===== config.mk =====
export PLATFORM = sky130hd
export DESIGN_NAME = uart_fifo_unit
export DESIGN_NICKNAME = d
export VERILOG_FILES = /design/src/rtl/uart_fifo_unit.sv
export SDC_FILE = /design/constraint.sdc
export NUM_CORES = 1
export LEC_CHECK = 0
export ABC_AREA = 1
export CORE_UTILIZATION = 60
export DETAILED_ROUTE_END_ITERATION = 10
export PLACE_DENSITY = 0.9
export SETUP_SLACK_MARGIN = 0.1
export SLEW_MARGIN = 20
export SYNTH_ARGS = -nofsm -noshare
export SYNTH_HDL_FRONTEND = slang
export SYNTH_SLANG_ARGS = --single-unit

===== constraint.sdc =====
create_clock -name i_clk -period 5 [get_ports i_clk]
set_input_delay 1 -clock i_clk [delete_from_list [all_inputs] [get_ports i_clk]]
set_output_delay 1 -clock i_clk [all_outputs]
set_load 0.05 [all_outputs]

===== src/rtl/uart_fifo_unit.sv =====
// Full-duplex UART with independent TX and RX FIFOs and valid/ready handshakes.
//
// Ports:
//   i_clk, i_rst          clock, synchronous active-high reset
//   i_tx_data/valid       byte offered for transmission; o_tx_ready = TX FIFO not full
//   o_rx_data/valid       head of RX FIFO (first-word fall-through); i_rx_ready pops it
//   i_clr_err             one-cycle pulse clearing the sticky error flags
//   o_tx_busy             TX FIFO non-empty or a frame still on the line
//   o_tx_count/rx_count   FIFO occupancies
//   o_rx_frame_err        sticky: stop bit sampled low
//   o_rx_parity_err       sticky: parity mismatch
//   o_rx_overrun          sticky: good frame dropped because the RX FIFO was full
//   o_txd / i_rxd         serial pins, idle high; i_rxd is asynchronous
module uart_fifo_unit #(
   parameter int unsigned CLK_PER_BIT = 868,
   parameter int unsigned DATA_W      = 8,
   parameter int unsigned PARITY      = 0,
   parameter int unsigned FIFO_DEPTH  = 16
) (
   input  logic                              i_clk,
   input  logic                              i_rst,
   input  logic [DATA_W-1:0]                 i_tx_data,
   input  logic                              i_tx_valid,
   output logic                              o_tx_ready,
   output logic [DATA_W-1:0]                 o_rx_data,
   output logic                              o_rx_valid,
   input  logic                              i_rx_ready,
   input  logic                              i_clr_err,
   output logic                              o_tx_busy,
   output logic [$clog2(FIFO_DEPTH+1)-1:0]   o_tx_count,
   output logic [$clog2(FIFO_DEPTH+1)-1:0]   o_rx_count,
   output logic                              o_rx_frame_err,
   output logic                              o_rx_parity_err,
   output logic                              o_rx_overrun,
   output logic                              o_txd,
   input  logic                              i_rxd
);

   localparam int unsigned AW = $clog2(FIFO_DEPTH);
   localparam int unsigned CW = $clog2(FIFO_DEPTH + 1);
   localparam int unsigned TW = $clog2(CLK_PER_BIT);
   localparam int unsigned BW = $clog2(DATA_W);

   localparam logic [2:0] StIdle  = 3'd0;
   localparam logic [2:0] StStart = 3'd1;
   localparam logic [2:0] StData  = 3'd2;
   localparam logic [2:0] StPar   = 3'd3;
   localparam logic [2:0] StStop  = 3'd4;
   localparam logic [2:0] StWait  = 3'd5;

   // ---------------------------------------------------------------- TX FIFO
   logic [DATA_W-1:0] r_tx_mem [FIFO_DEPTH];
   logic [AW-1:0]     r_tx_wr, r_tx_rd;
   logic [CW-1:0]     r_tx_cnt;
   logic              w_tx_full, w_tx_empty, w_tx_push, w_tx_pop;
   logic [DATA_W-1:0] w_tx_head;
   logic              w_tx_head_par;

   assign w_tx_full  = (r_tx_cnt == CW'(FIFO_DEPTH));
   assign w_tx_empty = (r_tx_cnt == '0);
   assign w_tx_push  = i_tx_valid && !w_tx_full;
   assign w_tx_head  = r_tx_mem[r_tx_rd];
   assign w_tx_head_par = (PARITY == 2) ? ~^w_tx_head : ^w_tx_head;

   always_ff @(posedge i_clk) begin
      if (w_tx_push) r_tx_mem[r_tx_wr] <= i_tx_data;
   end

   always_ff @(posedge i_clk) begin
      if (i_rst) begin
         r_tx_wr  <= '0;
         r_tx_rd  <= '0;
         r_tx_cnt <= '0;
      end else begin
         if (w_tx_push) r_tx_wr <= r_tx_wr + AW'(1);
         if (w_tx_pop)  r_tx_rd <= r_tx_rd + AW'(1);
         case ({w_tx_push, w_tx_pop})
            2'b10:   r_tx_cnt <= r_tx_cnt + CW'(1);
            2'b01:   r_tx_cnt <= r_tx_cnt - CW'(1);
            default: r_tx_cnt <= r_tx_cnt;
         endcase
      end
   end

   // ---------------------------------------------------------------- TX FSM
   logic [2:0]        r_tx_state, w_tx_state_nxt;
   logic [TW-1:0]     r_tx_tick, w_tx_tick_nxt;
   logic [BW-1:0]     r_tx_bit, w_tx_bit_nxt;
   logic [DATA_W-1:0] r_tx_shift, w_tx_shift_nxt;
   logic              r_tx_par, w_tx_par_nxt;
   logic              r_txd, w_txd_nxt;
   logic              r_tx_active;
   logic              w_tx_bit_end;

   assign w_tx_bit_end = (r_tx_tick == TW'(CLK_PER_BIT - 1));

   always_comb begin
      w_tx_state_nxt = r_tx_state;
      w_tx_tick_nxt  = r_tx_tick + TW'(1);
      w_tx_bit_nxt   = r_tx_bit;
      w_tx_shift_nxt = r_tx_shift;
      w_tx_par_nxt   = r_tx_par;
      w_tx_pop       = 1'b0;
      if (w_tx_bit_end) w_tx_tick_nxt = '0;
      case (r_tx_state)
         StIdle: begin
            w_tx_tick_nxt = '0;
            if (!w_tx_empty) begin
               w_tx_pop       = 1'b1;
               w_tx_shift_nxt = w_tx_head;
               w_tx_par_nxt   = w_tx_head_par;
               w_tx_state_nxt = StStart;
            end
         end
         StStart: begin
            if (w_tx_bit_end) begin
               w_tx_bit_nxt   = '0;
               w_tx_state_nxt = StData;
            end
         end
         StData: begin
            if (w_tx_bit_end) begin
               w_tx_shift_nxt = r_tx_shift >> 1;
               if (r_tx_bit == BW'(DATA_W - 1)) begin
                  w_tx_state_nxt = (PARITY != 0) ? StPar : StStop;
               end else begin
                  w_tx_bit_nxt = r_tx_bit + BW'(1);
               end
            end
         end
         StPar: begin
            if (w_tx_bit_end) w_tx_state_nxt = StStop;
         end
         StStop: begin
            if (w_tx_bit_end) begin
               // Chain straight into the next start bit when more data is queued.
               if (!w_tx_empty) begin
                  w_tx_pop       = 1'b1;
                  w_tx_shift_nxt = w_tx_head;
                  w_tx_par_nxt   = w_tx_head_par;
                  w_tx_state_nxt = StStart;
               end else begin
                  w_tx_state_nxt = StIdle;
               end
            end
         end
         default: w_tx_state_nxt = StIdle;
      endcase
   end

   always_comb begin
      w_txd_nxt = 1'b1;
      case (r_tx_state)
         StStart: w_txd_nxt = 1'b0;
         StData:  w_txd_nxt = r_tx_shift[0];
         StPar:   w_txd_nxt = r_tx_par;
         default: w_txd_nxt = 1'b1;
      endcase
   end

   always_ff @(posedge i_clk) begin
      if (i_rst) begin
         r_tx_state  <= StIdle;
         r_tx_tick   <= '0;
         r_tx_bit    <= '0;
         r_tx_shift  <= '0;
         r_tx_par    <= 1'b0;
         r_txd       <= 1'b1;
         r_tx_active <= 1'b0;
      end else begin
         r_tx_state  <= w_tx_state_nxt;
         r_tx_tick   <= w_tx_tick_nxt;
         r_tx_bit    <= w_tx_bit_nxt;
         r_tx_shift  <= w_tx_shift_nxt;
         r_tx_par    <= w_tx_par_nxt;
         r_txd       <= w_txd_nxt;
         r_tx_active <= (r_tx_state != StIdle);
      end
   end

   // txd lags the FSM by one register; r_tx_active covers that last stop cycle.
   assign o_txd      = r_txd;
   assign o_tx_ready = !w_tx_full;
   assign o_tx_count = r_tx_cnt;
   assign o_tx_busy  = !w_tx_empty || (r_tx_state != StIdle) || r_tx_active;

   // ---------------------------------------------------------------- RX FSM
   logic              r_rx_meta, r_rx_sync;
   logic [2:0]        r_rx_state, w_rx_state_nxt;
   logic [TW-1:0]     r_rx_tick, w_rx_tick_nxt;
   logic [BW-1:0]     r_rx_bit, w_rx_bit_nxt;
   logic [DATA_W-1:0] r_rx_shift, w_rx_shift_nxt;
   logic              r_rx_par_bit, w_rx_par_bit_nxt;
   logic              w_rx_bit_end, w_rx_half;
   logic              w_rx_par_ok;
   logic              w_rx_wr, w_set_fe, w_set_pe;

   assign w_rx_bit_end = (r_rx_tick == TW'(CLK_PER_BIT - 1));
   assign w_rx_half    = (r_rx_tick == TW'(CLK_PER_BIT / 2 - 1));
   assign w_rx_par_ok  = (PARITY == 0) || ((^{r_rx_shift, r_rx_par_bit}) == (PARITY == 2));

   always_comb begin
      w_rx_state_nxt   = r_rx_state;
      w_rx_tick_nxt    = r_rx_tick + TW'(1);
      w_rx_bit_nxt     = r_rx_bit;
      w_rx_shift_nxt   = r_rx_shift;
      w_rx_par_bit_nxt = r_rx_par_bit;
      w_rx_wr          = 1'b0;
      w_set_fe         = 1'b0;
      w_set_pe         = 1'b0;
      case (r_rx_state)
         StIdle: begin
            w_rx_tick_nxt = '0;
            if (!r_rx_sync) w_rx_state_nxt = StStart;
         end
         StStart: begin
            // Re-check at mid start bit; a high line means it was only a glitch.
            if (w_rx_half) begin
               w_rx_tick_nxt = '0;
               if (r_rx_sync) begin
                  w_rx_state_nxt = StIdle;
               end else begin
                  w_rx_bit_nxt   = '0;
                  w_rx_state_nxt = StData;
               end
            end
         end
         StData: begin
            if (w_rx_bit_end) begin
               w_rx_tick_nxt  = '0;
               w_rx_shift_nxt = {r_rx_sync, r_rx_shift[DATA_W-1:1]};
               if (r_rx_bit == BW'(DATA_W - 1)) begin
                  w_rx_state_nxt = (PARITY != 0) ? StPar : StStop;
               end else begin
                  w_rx_bit_nxt = r_rx_bit + BW'(1);
               end
            end
         end
         StPar: begin
            if (w_rx_bit_end) begin
               w_rx_tick_nxt    = '0;
               w_rx_par_bit_nxt = r_rx_sync;
               w_rx_state_nxt   = StStop;
            end
         end
         StStop: begin
            if (w_rx_bit_end) begin
               w_rx_tick_nxt = '0;
               if (!r_rx_sync) begin
                  w_set_fe       = 1'b1;
                  w_rx_state_nxt = StWait;
               end else if (!w_rx_par_ok) begin
                  w_set_pe       = 1'b1;
                  w_rx_state_nxt = StIdle;
               end else begin
                  w_rx_wr        = 1'b1;
                  w_rx_state_nxt = StIdle;
               end
            end
         end
         StWait: begin
            // After a framing error, hold off until the line returns high.
            w_rx_tick_nxt = '0;
            if (r_rx_sync) w_rx_state_nxt = StIdle;
         end
         default: w_rx_state_nxt = StIdle;
      endcase
   end

   always_ff @(posedge i_clk) begin
      if (i_rst) begin
         r_rx_meta    <= 1'b1;
         r_rx_sync    <= 1'b1;
         r_rx_state   <= StIdle;
         r_rx_tick    <= '0;
         r_rx_bit     <= '0;
         r_rx_shift   <= '0;
         r_rx_par_bit <= 1'b0;
      end else begin
         r_rx_meta    <= i_rxd;
         r_rx_sync    <= r_rx_meta;
         r_rx_state   <= w_rx_state_nxt;
         r_rx_tick    <= w_rx_tick_nxt;
         r_rx_bit     <= w_rx_bit_nxt;
         r_rx_shift   <= w_rx_shift_nxt;
         r_rx_par_bit <= w_rx_par_bit_nxt;
      end
   end

   // ---------------------------------------------------------------- RX FIFO
   logic [DATA_W-1:0] r_rx_mem [FIFO_DEPTH];
   logic [AW-1:0]     r_rx_wr_ptr, r_rx_rd_ptr;
   logic [CW-1:0]     r_rx_cnt;
   logic              w_rx_full, w_rx_pop, w_rx_push, w_set_ov;
   logic              r_fe, r_pe, r_ov;

   assign w_rx_full = (r_rx_cnt == CW'(FIFO_DEPTH));
   assign w_rx_pop  = o_rx_valid && i_rx_ready;
   // A same-cycle pop frees the head slot, so a full FIFO can still take the byte.
   assign w_rx_push = w_rx_wr && (!w_rx_full || w_rx_pop);
   assign w_set_ov  = w_rx_wr && w_rx_full && !w_rx_pop;

   always_ff @(posedge i_clk) begin
      if (w_rx_push) r_rx_mem[r_rx_wr_ptr] <= r_rx_shift;
   end

   always_ff @(posedge i_clk) begin
      if (i_rst) begin
         r_rx_wr_ptr <= '0;
         r_rx_rd_ptr <= '0;
         r_rx_cnt    <= '0;
         r_fe        <= 1'b0;
         r_pe        <= 1'b0;
         r_ov        <= 1'b0;
      end else begin
         if (w_rx_push) r_rx_wr_ptr <= r_rx_wr_ptr + AW'(1);
         if (w_rx_pop)  r_rx_rd_ptr <= r_rx_rd_ptr + AW'(1);
         case ({w_rx_push, w_rx_pop})
            2'b10:   r_rx_cnt <= r_rx_cnt + CW'(1);
            2'b01:   r_rx_cnt <= r_rx_cnt - CW'(1);
            default: r_rx_cnt <= r_rx_cnt;
         endcase
         // Set beats clear when both land in the same cycle.
         r_fe <= w_set_fe || (r_fe && !i_clr_err);
         r_pe <= w_set_pe || (r_pe && !i_clr_err);
         r_ov <= w_set_ov || (r_ov && !i_clr_err);
      end
   end

   assign o_rx_data       = r_rx_mem[r_rx_rd_ptr];
   assign o_rx_valid      = (r_rx_cnt != '0);
   assign o_rx_count      = r_rx_cnt;
   assign o_rx_frame_err  = r_fe;
   assign o_rx_parity_err = r_pe;
   assign o_rx_overrun    = r_ov;

endmodule

Word-level counts from Yosys, hierarchy flattened. Memory sizes are Yosys's and may differ from the RTL's. A register that Yosys moved wholly into a read port is not among the register bits. Cells that the tools add are included.

Bits in registers: 82. RAM bits: 256. Bits of input ports: 14. Output and inout bits: 25. Logic and storage cells: 169. Memories kept: 2.

Add/sub/neg operators: 12. Equality and inequality tests: 36. Mux-type cells: 57. Reduce and logical (&&, ||, !) cells: 40.

Memories: r_rx_mem (depth 16, width 8, read ports 1, clocked after memory_dff 1, write ports 1, line 291) `logic [DATA_W-1:0] r_rx_mem [FIFO_DEPTH];`; r_tx_mem (depth 16, width 8, read ports 1, clocked after memory_dff 1, write ports 1, line 52) `logic [DATA_W-1:0] r_tx_mem [FIFO_DEPTH];`.

Operators by type and width (number): 3-bit two-way mux (21); 2-bit != test (second input constant) (16); 10-bit one-hot mux with 3 select lines (1); 8-bit two-way mux (3); 8-bit one-hot mux with 3 select lines (1); 10-bit by 1-bit adder with 10-bit output (second input constant) (2); 10-bit == test (second input constant) (2); 10-bit two-way mux (2); 5-bit one-hot mux with 2 select lines (2); 3-bit one-hot mux with 6 select lines (1); 4-bit by 1-bit adder with 4-bit output (second input constant) (4); 4-bit two-way mux (4); 3-bit == test (second input constant) (5); 1-bit two-way mux (15); 3-bit one-hot mux with 5 select lines (1); 3-bit by 2-bit == test with 1-bit output (second input constant) (4); 3-bit one-hot mux with 2 select lines (2); 5-bit by 1-bit adder with 5-bit output (second input constant) (2); 10-bit by 9-bit == test with 1-bit output (second input constant) (1); 5-bit == test (second input constant) (2); 2-bit nonzero test (5); 5-bit by 1-bit subtractor with 5-bit output (second input constant) (2); 1-bit logical AND (8); 8-bit XOR reduction (1); other kinds (21) (38).

Depth between registers and ports, before layout.
Depth after elaboration: 6. Gate-level depth with buffers: 21. Mapped depth without buffers: 20.

Least setup slack after synthesis. Ideal clock, no wire load.

Path type: flip-flop to flip-flop. Start point: register r_tx_cnt[4] (netlist: o_tx_count[4]). End point: register r_tx_cnt[4] (netlist: o_tx_count[4]). Setup time: 132 ps. Arrival time: 2775 ps. Data required time: 4868 ps. Path slack: 2093 ps. Stages on the path, launching flop included: 15. Buffers on the path: 0. Clock period less this slack: 2907 ps. Cells stage by stage: dfxtp_1 > nand4_1 > nand2_1 > ha_1 > xnor2_1 > inv_1 > ha_1 > inv_1 > nand2_1 > nand3_1 > nand2_1 > nand2_1 > nand2_1 > nand2_1 > a21oi_1.

Elaborated cells on any way between the ends: 13. Those cells by class: add/sub: 2; eq/ne: 3; mux: 4; reduce/logical: 4.

RTL lines: start: declaration (line 54) `logic [CW-1:0] r_tx_cnt;`; start signal: assignment (line 78) `2'b10: r_tx_cnt <= r_tx_cnt + CW'(1);`; start signal: assignment (line 79) `2'b01: r_tx_cnt <= r_tx_cnt - CW'(1);`; start signal: assignment (line 80) `default: r_tx_cnt <= r_tx_cnt;`; 5-bit == test (*) (line 59) `assign w_tx_full = (r_tx_cnt == CW'(FIFO_DEPTH));`; 1-bit logical NOT (*); net o_tx_ready (line 24) `output logic o_tx_ready,`; 1-bit logical AND (*) (line 61) `assign w_tx_push = i_tx_valid && !w_tx_full;`; 2-bit by 1-bit == test with 1-bit output / 2-bit == test (equally long branches) (line 77) `case ({w_tx_push, w_tx_pop})`; 5-bit one-hot mux with 2 select lines / 2-bit nonzero test (equally long branches).

Mark *: on every way through the listed nets, which the timed path passes. The rest lies on a longest branch. A chain may end at the register's enable or synchronous reset.

==> results.toml <==
[drt]
drtIter0Drc = 1110
drt_pass1_iterations = 9
wl_um = 31800
ant_nets = 0
drc = 2
routed_via_density = 5.77
vias = 10500
wl_per_cell_um = 17.5

[grt]
grt_pass1_vias = 10600
grt_max_degree = 97
grt_pass1_wl_um = 51200
antenna_found_initial = 0
grt.overflow.total = 0
grt_usage = 0.253

[logic_synthesis]
synth_cell_type_count = 40
ys_top_cells_by_area = "edfxtp_1 52%, dfxtp_1 12%, nand2_1 7.8%"
ys_seq_area_frac = 0.641
synth_warnings = 0
yosysTopAreaCell = "edfxtp_1"
syn-num-nets = 1479
ys_ff_latch = 346
syn_inst = 1441
yosys.area.top_type_share = 0.519
synth_area_per_cell_um2 = 10.3
synth_area_um2 = 14800

[clock_network]
clkTransAtPathRegs_ns = 0.07
cts_sinks = 346
ctsResizeCount = 0
clockRootBuffer = "clkbuf_16"
htreeDepth = 2
hold_buffers = 0
cts_made_buffers = 35
cts_buffer_depth = 3
clkLatencyLatePin_ns = 0.52
cts_tree = "built"
cts_setup_buffers = 0

[worst_setup_path]
crit_arrival_ns = 3.18
cp_max_fo = 96
critPathKind = "reg2out"
crit_path_end_kind = "output port"
required_ns = 4.00
cp-start-kind = "flip-flop"

[timing]
rsz0062_at_grt = "no"
fin_setup_tns_ns = 0
setup_viol = 0
min_period_over_period = 0.836
period_needed_ns = 4.18
skew_ns = 0.0260
final_hold_viol_count = 0
slew_headroom = 0.272
slew_violations = 0
fin_ws_ns = 0.821
worst_slew_pin_slew_ns = 1.09
max_freq_mhz = 239

[floorplanning]
coreArea_um2 = 24200
die_w_um = 159
die_area_um2 = 25300
placementRows = 57
die_h_um = 159
start_util = 0.611
io_pins = 39

[power_and_ir_drop]
vdd_drop_max_uv = 360
clkPwrFrac = 0.309
powerDensity_nw_per_um2 = 512
sw_frac_of_total = 0.345
internal_power_w = 0.00555
p_seq_frac = 0.403
p_switching_w = 0.00292
power.leakage_nw = 6.54
power_frac_comb = 0.288

[final_layout]
fin_nets = 1505
design_area_um2 = 16500
areaGrowthSynthToFinish_pct = 11.7
n_antenna_cell = 0
drive_gt1_frac = 0.0516

[run_status]
violations = "design-rule violations"
run_status = "finished, violations left"

[place]
portBuffers = 38
gp_congestion = 0.843
place_area_um2 = 15400
dp_slack_ns = 1.42
dpl.hpwl_um = 19600

[job]
drv_cap = 0

[hold_path]
hold_class = "reg2reg"
cells in the mapped netlist (all sizes together):
cell and count:
nand2 311, edfxtp 256, inv 186, nand3 116, nor2 102, a21oi 90
dfxtp 90, o21ai 83, o211ai 36, clkbuf 33, mux2i 32, ha 23
buf 22, nand4 12, nor3 12, xor2 9, xnor2 6, a211oi 4
nor4 3, o211a 2, o21a 2, or2 2, a22oi 1, a311oi 1
a31o 1, a32o 1, fa 1, nor3b 1, o221a 1, o31ai 1
o41ai 1
state kept, by name, indices dropped and copies added (netlist names), 4 cells and up, named ones only:
name,cells
o_rx_count,5
o_tx_count,5
r_rx_mem,128
r_rx_rd_ptr,4
r_rx_shift,8
r_rx_tick,10
r_rx_wr_ptr,4
r_tx_mem,128
r_tx_rd,4
r_tx_shift,8
r_tx_tick,10
r_tx_wr,4
final timing paths:
path | startpoint | to | slack, ns | depth (start not counted)
worst max-delay path | flip-flop | o_rx_data[4] | 0.82 | 5
worst min-delay path | r_rx_meta | r_rx_sync | 0.41 | 1
worst max register to register | r_tx_state[1] | o_tx_count[4] | 1.73 | 20
worst min register to register | r_rx_meta | r_rx_sync | 0.41 | 1
cells by family after synthesis:
group	after synthesis	synth area share
flops	346	0.641
xor+xnor	15	0.00887
buf+inv	241	0.0647
mux	32	0.0216
simple gates	559	0.158
compound gates	224	0.0854
fa+ha+maj	24	0.0208
power by group through the flow:
stage               Sequential, W  Combinational (W)  Clock [W]
floorplan                 0.00347            0.00179          0
global placement          0.00345            0.00225          0
detailed placement        0.00347            0.00238          0
CTS                       0.00341            0.00242    0.00263
global route              0.00344            0.00270    0.00274
finish                    0.00341            0.00244    0.00261
critical path, stage by stage (launching register included):
cell	delay [ns]
dfxtp_4	1.03
o21ai_0	0.30
o211ai_1	0.17
nand3_1	0.14
nand2_1	0.15
clkdlybuf4s50_1	0.82
per-layer routing:
layer	vias up	global-route usage	routed length, um
met2	420	0.454	16400
met5	-	0	0
met4	0	0.120	1170
met1	5008	0.301	12200
met3	115	0.0365	2000
li1	4941	-	-
per-stage QoR:
stage	cells	util	hold WS [ns]	power (W)
finish	1816	0.682	0.411	0.00847
global route	1816	0.682	0.422	0.00888
CTS	1816	0.682	0.411	0.00846
detailed placement	1754	0.634	0.397	0.00584
global placement	1754	0.634	0.391	0.00571
floorplan	1441	-	0.389	0.00526
layout make-up:
cell class / instances / area [um^2]
flip-flops and latches: 346 / 9490
fillers: 1663 / 7710
multi-input cells: 854 / 4360
clock buffers: 41 / 930
inverters: 186 / 698
repair buffers: 44 / 425
well taps: 324 / 405
clock inverters: 21 / 224
placed cells by master (no fill, tap or decap), types with 6 or more instances in the layout:
cell / instances
xnor2_1: 6
buf_4: 6
inv_2: 7
dfxtp_1: 88
ha_1: 23
inv_1: 179
clkbuf_16: 36
nand2_1: 309
nand3_1: 115
clkdlybuf4s50_1: 38
mux2i_1: 32
xor2_1: 9
o21ai_0: 81
clkinv_1: 6
a21oi_1: 90
nor2_1: 99
o211ai_1: 36
clkinv_2: 8
nand4_1: 12
nor3_1: 12
edfxtp_1: 256
No activity file was read; power rests on OpenSTA's default activity.
==> patch, RTL diff (same flow settings) <==
The parameter `DATA_W` goes from 8 to 4.
--- a/src/rtl/uart_fifo_unit.sv
+++ b/src/rtl/uart_fifo_unit.sv
@@ -13,7 +13,7 @@
 //   o_txd / i_rxd         serial pins, idle high; i_rxd is asynchronous
 module uart_fifo_unit #(
    parameter int unsigned CLK_PER_BIT = 868,
-   parameter int unsigned DATA_W      = 8,
+   parameter int unsigned DATA_W      = 4,
    parameter int unsigned PARITY      = 0,
    parameter int unsigned FIFO_DEPTH  = 16
 ) (
Ports: changed (resized i_tx_data and o_rx_data); port bits go from 39 to 31. The function was not compared with the original's and may differ.
==> patch against the unedited design <==
Count of clock-buffer cells in the layout down 8; power shrank 37%; combinational power fell by 32%; cell area fell by 38%; clock power fell by 39%; sequential cell count down 138; first-iteration DRC count down 40%; hold slack barely moved; critical path depth is the same; wire length shrank 33%; area after synthesis shrank 38%; worst setup slack better by 0.15 ns; core utilization up 1.7 points; critical endpoint is now o_rx_data[3].
==> patch: results (changes against the unedited design) <==
clock latency reported for the late side of the worst-skew pair -> 0.49 ns (-0.03 ns)
total wirelength of the detailed-routed design -> 21.3 mm (-33%)
Syn. warnings -> 0 (unchanged)
cts bufs inserted -> 20 (-43%)
largest registers -> r_rx_mem x64, r_tx_mem x64
leak pwr -> 3.92 nW (-40%)
multiplexer share of the synthesized area -> 0.0175 (-0.00412)
net count of the mapped netlist -> 972 (-34%)
sequential element share of the synthesized area -> 0.596 (-0.0454)
ratio of cells with drive above 1 in the final layout -> 0.0690 (+0.0174)
Post-synth EDFFs -> 128 (-50%)
peak fanout along the critical path -> 17 (-82%)
number of optimization iterations in the first detailed-route pass -> 7 (-2)
most instantiated cells after synthesis -> 133 x nand2_1, 129 x nor2_1, 128 x edfxtp_1, 103 x inv_1, 80 x dfxtp_1
Cell variety after synth -> 47 (+18%)
Max H-tree Level -> 1 (-1)
number of global-route vias before repair -> 6,767 (-36%)
largest net degree at the start of global routing -> 49 (-49%)
Post-Synth XOR/XNOR Area -> 0.0105 (+0.00166)
highest ir drop seen on vdd -> 0.000496 V (+38%)
GRT Overall Usage -> 0.273 (+0.0198)
routability congestion estimate from global placement -> 0.881 (+4.5%)
wire length of the first global-routing pass -> 34.0 mm (-34%)
port bufs -> 30 (-21%)
DP HPWL -> 13.0 mm (-34%)
dominant cells by area after synthesis -> edfxtp_1 42%, dfxtp_1 18%, nand2_1 5.5%
run status -> finished, final reports clean
arithmetic-cell share of the synthesized area counting full adders, half adders and majority gates -> 0.0296 (+0.00877)
transition time at the pin with the least slew margin -> 0.997 ns (-0.0953 ns)
Via-to-Cell Ratio -> 6.05 (+4.9%)
Compound-Gate Fraction of Synth Area -> 0.108 (+0.0223)
Placement Setup Slack -> 1.67 ns (+0.246 ns)
final clock skew -> 0.00610 ns (-0.0199 ns)
area post-placement -> 9570 um^2 (-38%)
number of design-rule violations left by the first detailed-router iteration -> 663 (-40%)
Layout Nets -> 1,002 (-33%)
patch: cell types whose count changed in the layout (fill, tap and decap cells not counted), moves of 10 or more:
cell	unedited run	this run
nand3_1	115	60
nand2_1	309	133
o21ai_1	2	12
inv_1	179	103
a21oi_1	90	68
o21ai_0	81	60
mux2i_1	32	16
edfxtp_1	256	128
nor2_1	99	129
o211ai_1	36	25
clkbuf_16	36	22
patch: cell type report:
cell class | instances | area, um^2
clock buffers | 33 | 636
clock inverters | 3 | 67.6
fillers | 890 | 4420
inverters | 114 | 430
multi-input cells | 594 | 3150
flip-flops and latches | 208 | 5450
well taps | 184 | 230
repair buffers | 33 | 323
patch: worst paths after layout:
check | start | cells after the start | endpoint | slack [ns]
worst max-delay path | flop | 5 | o_rx_data[3] | 0.97
worst min-delay path | r_rx_meta | 1 | r_rx_sync | 0.41
worst max register to register | r_rx_tick[0] | 14 | o_rx_count[4] | 2.13
worst min register to register | r_rx_meta | 1 | r_rx_sync | 0.41
patch: cell families (layout without fill, tap and decap cells):
logic type               count (synthesis)  in the layout
AO/OA/AOI/OAI                          177            177
XOR/XNOR                                11             11
adder cells (fa/ha/maj)                 21             21
buffers and inverters                  139            183
flip-flops                             208            208
multiplexers                            16             16
AND/OR/NAND/NOR                        369            369
patch: power breakdown:
group          internal, W  switching [W]  total, W
logic             0.000534        0.00113   0.00167
clock network     0.000972       0.000614   0.00159
registers          0.00193       0.000149   0.00208
total              0.00344        0.00190   0.00534
patch: worst max-delay path, cell delays in order, from the launching register on:
cell             delay (ns)
dfxtp_1                0.70
inv_1                  0.40
o211ai_1               0.37
nand3_1                0.14
nand2_1                0.10
clkdlybuf4s50_1        0.82
patch: per-layer routing:
metal | vias to the layer above | GRT usage | part of all wire
li1 | 3262 | - | -
met1 | 3285 | 0.349 | 0.39
met3 | 81 | 0.0325 | 0.089
met4 | 0 | 0.133 | 0.039
met5 | - | 0 | 0
met2 | 449 | 0.464 | 0.49
patch: metrics by stage:
stage               total power, W  hold WS [ns]   util  instances
finish                     0.00534         0.411  0.699       1169
global route               0.00557         0.425  0.699       1169
floorplan                  0.00329         0.389      -        941
CTS                        0.00530         0.414  0.699       1169
detailed placement         0.00370         0.400  0.651       1133
global placement           0.00362         0.397  0.651       1133
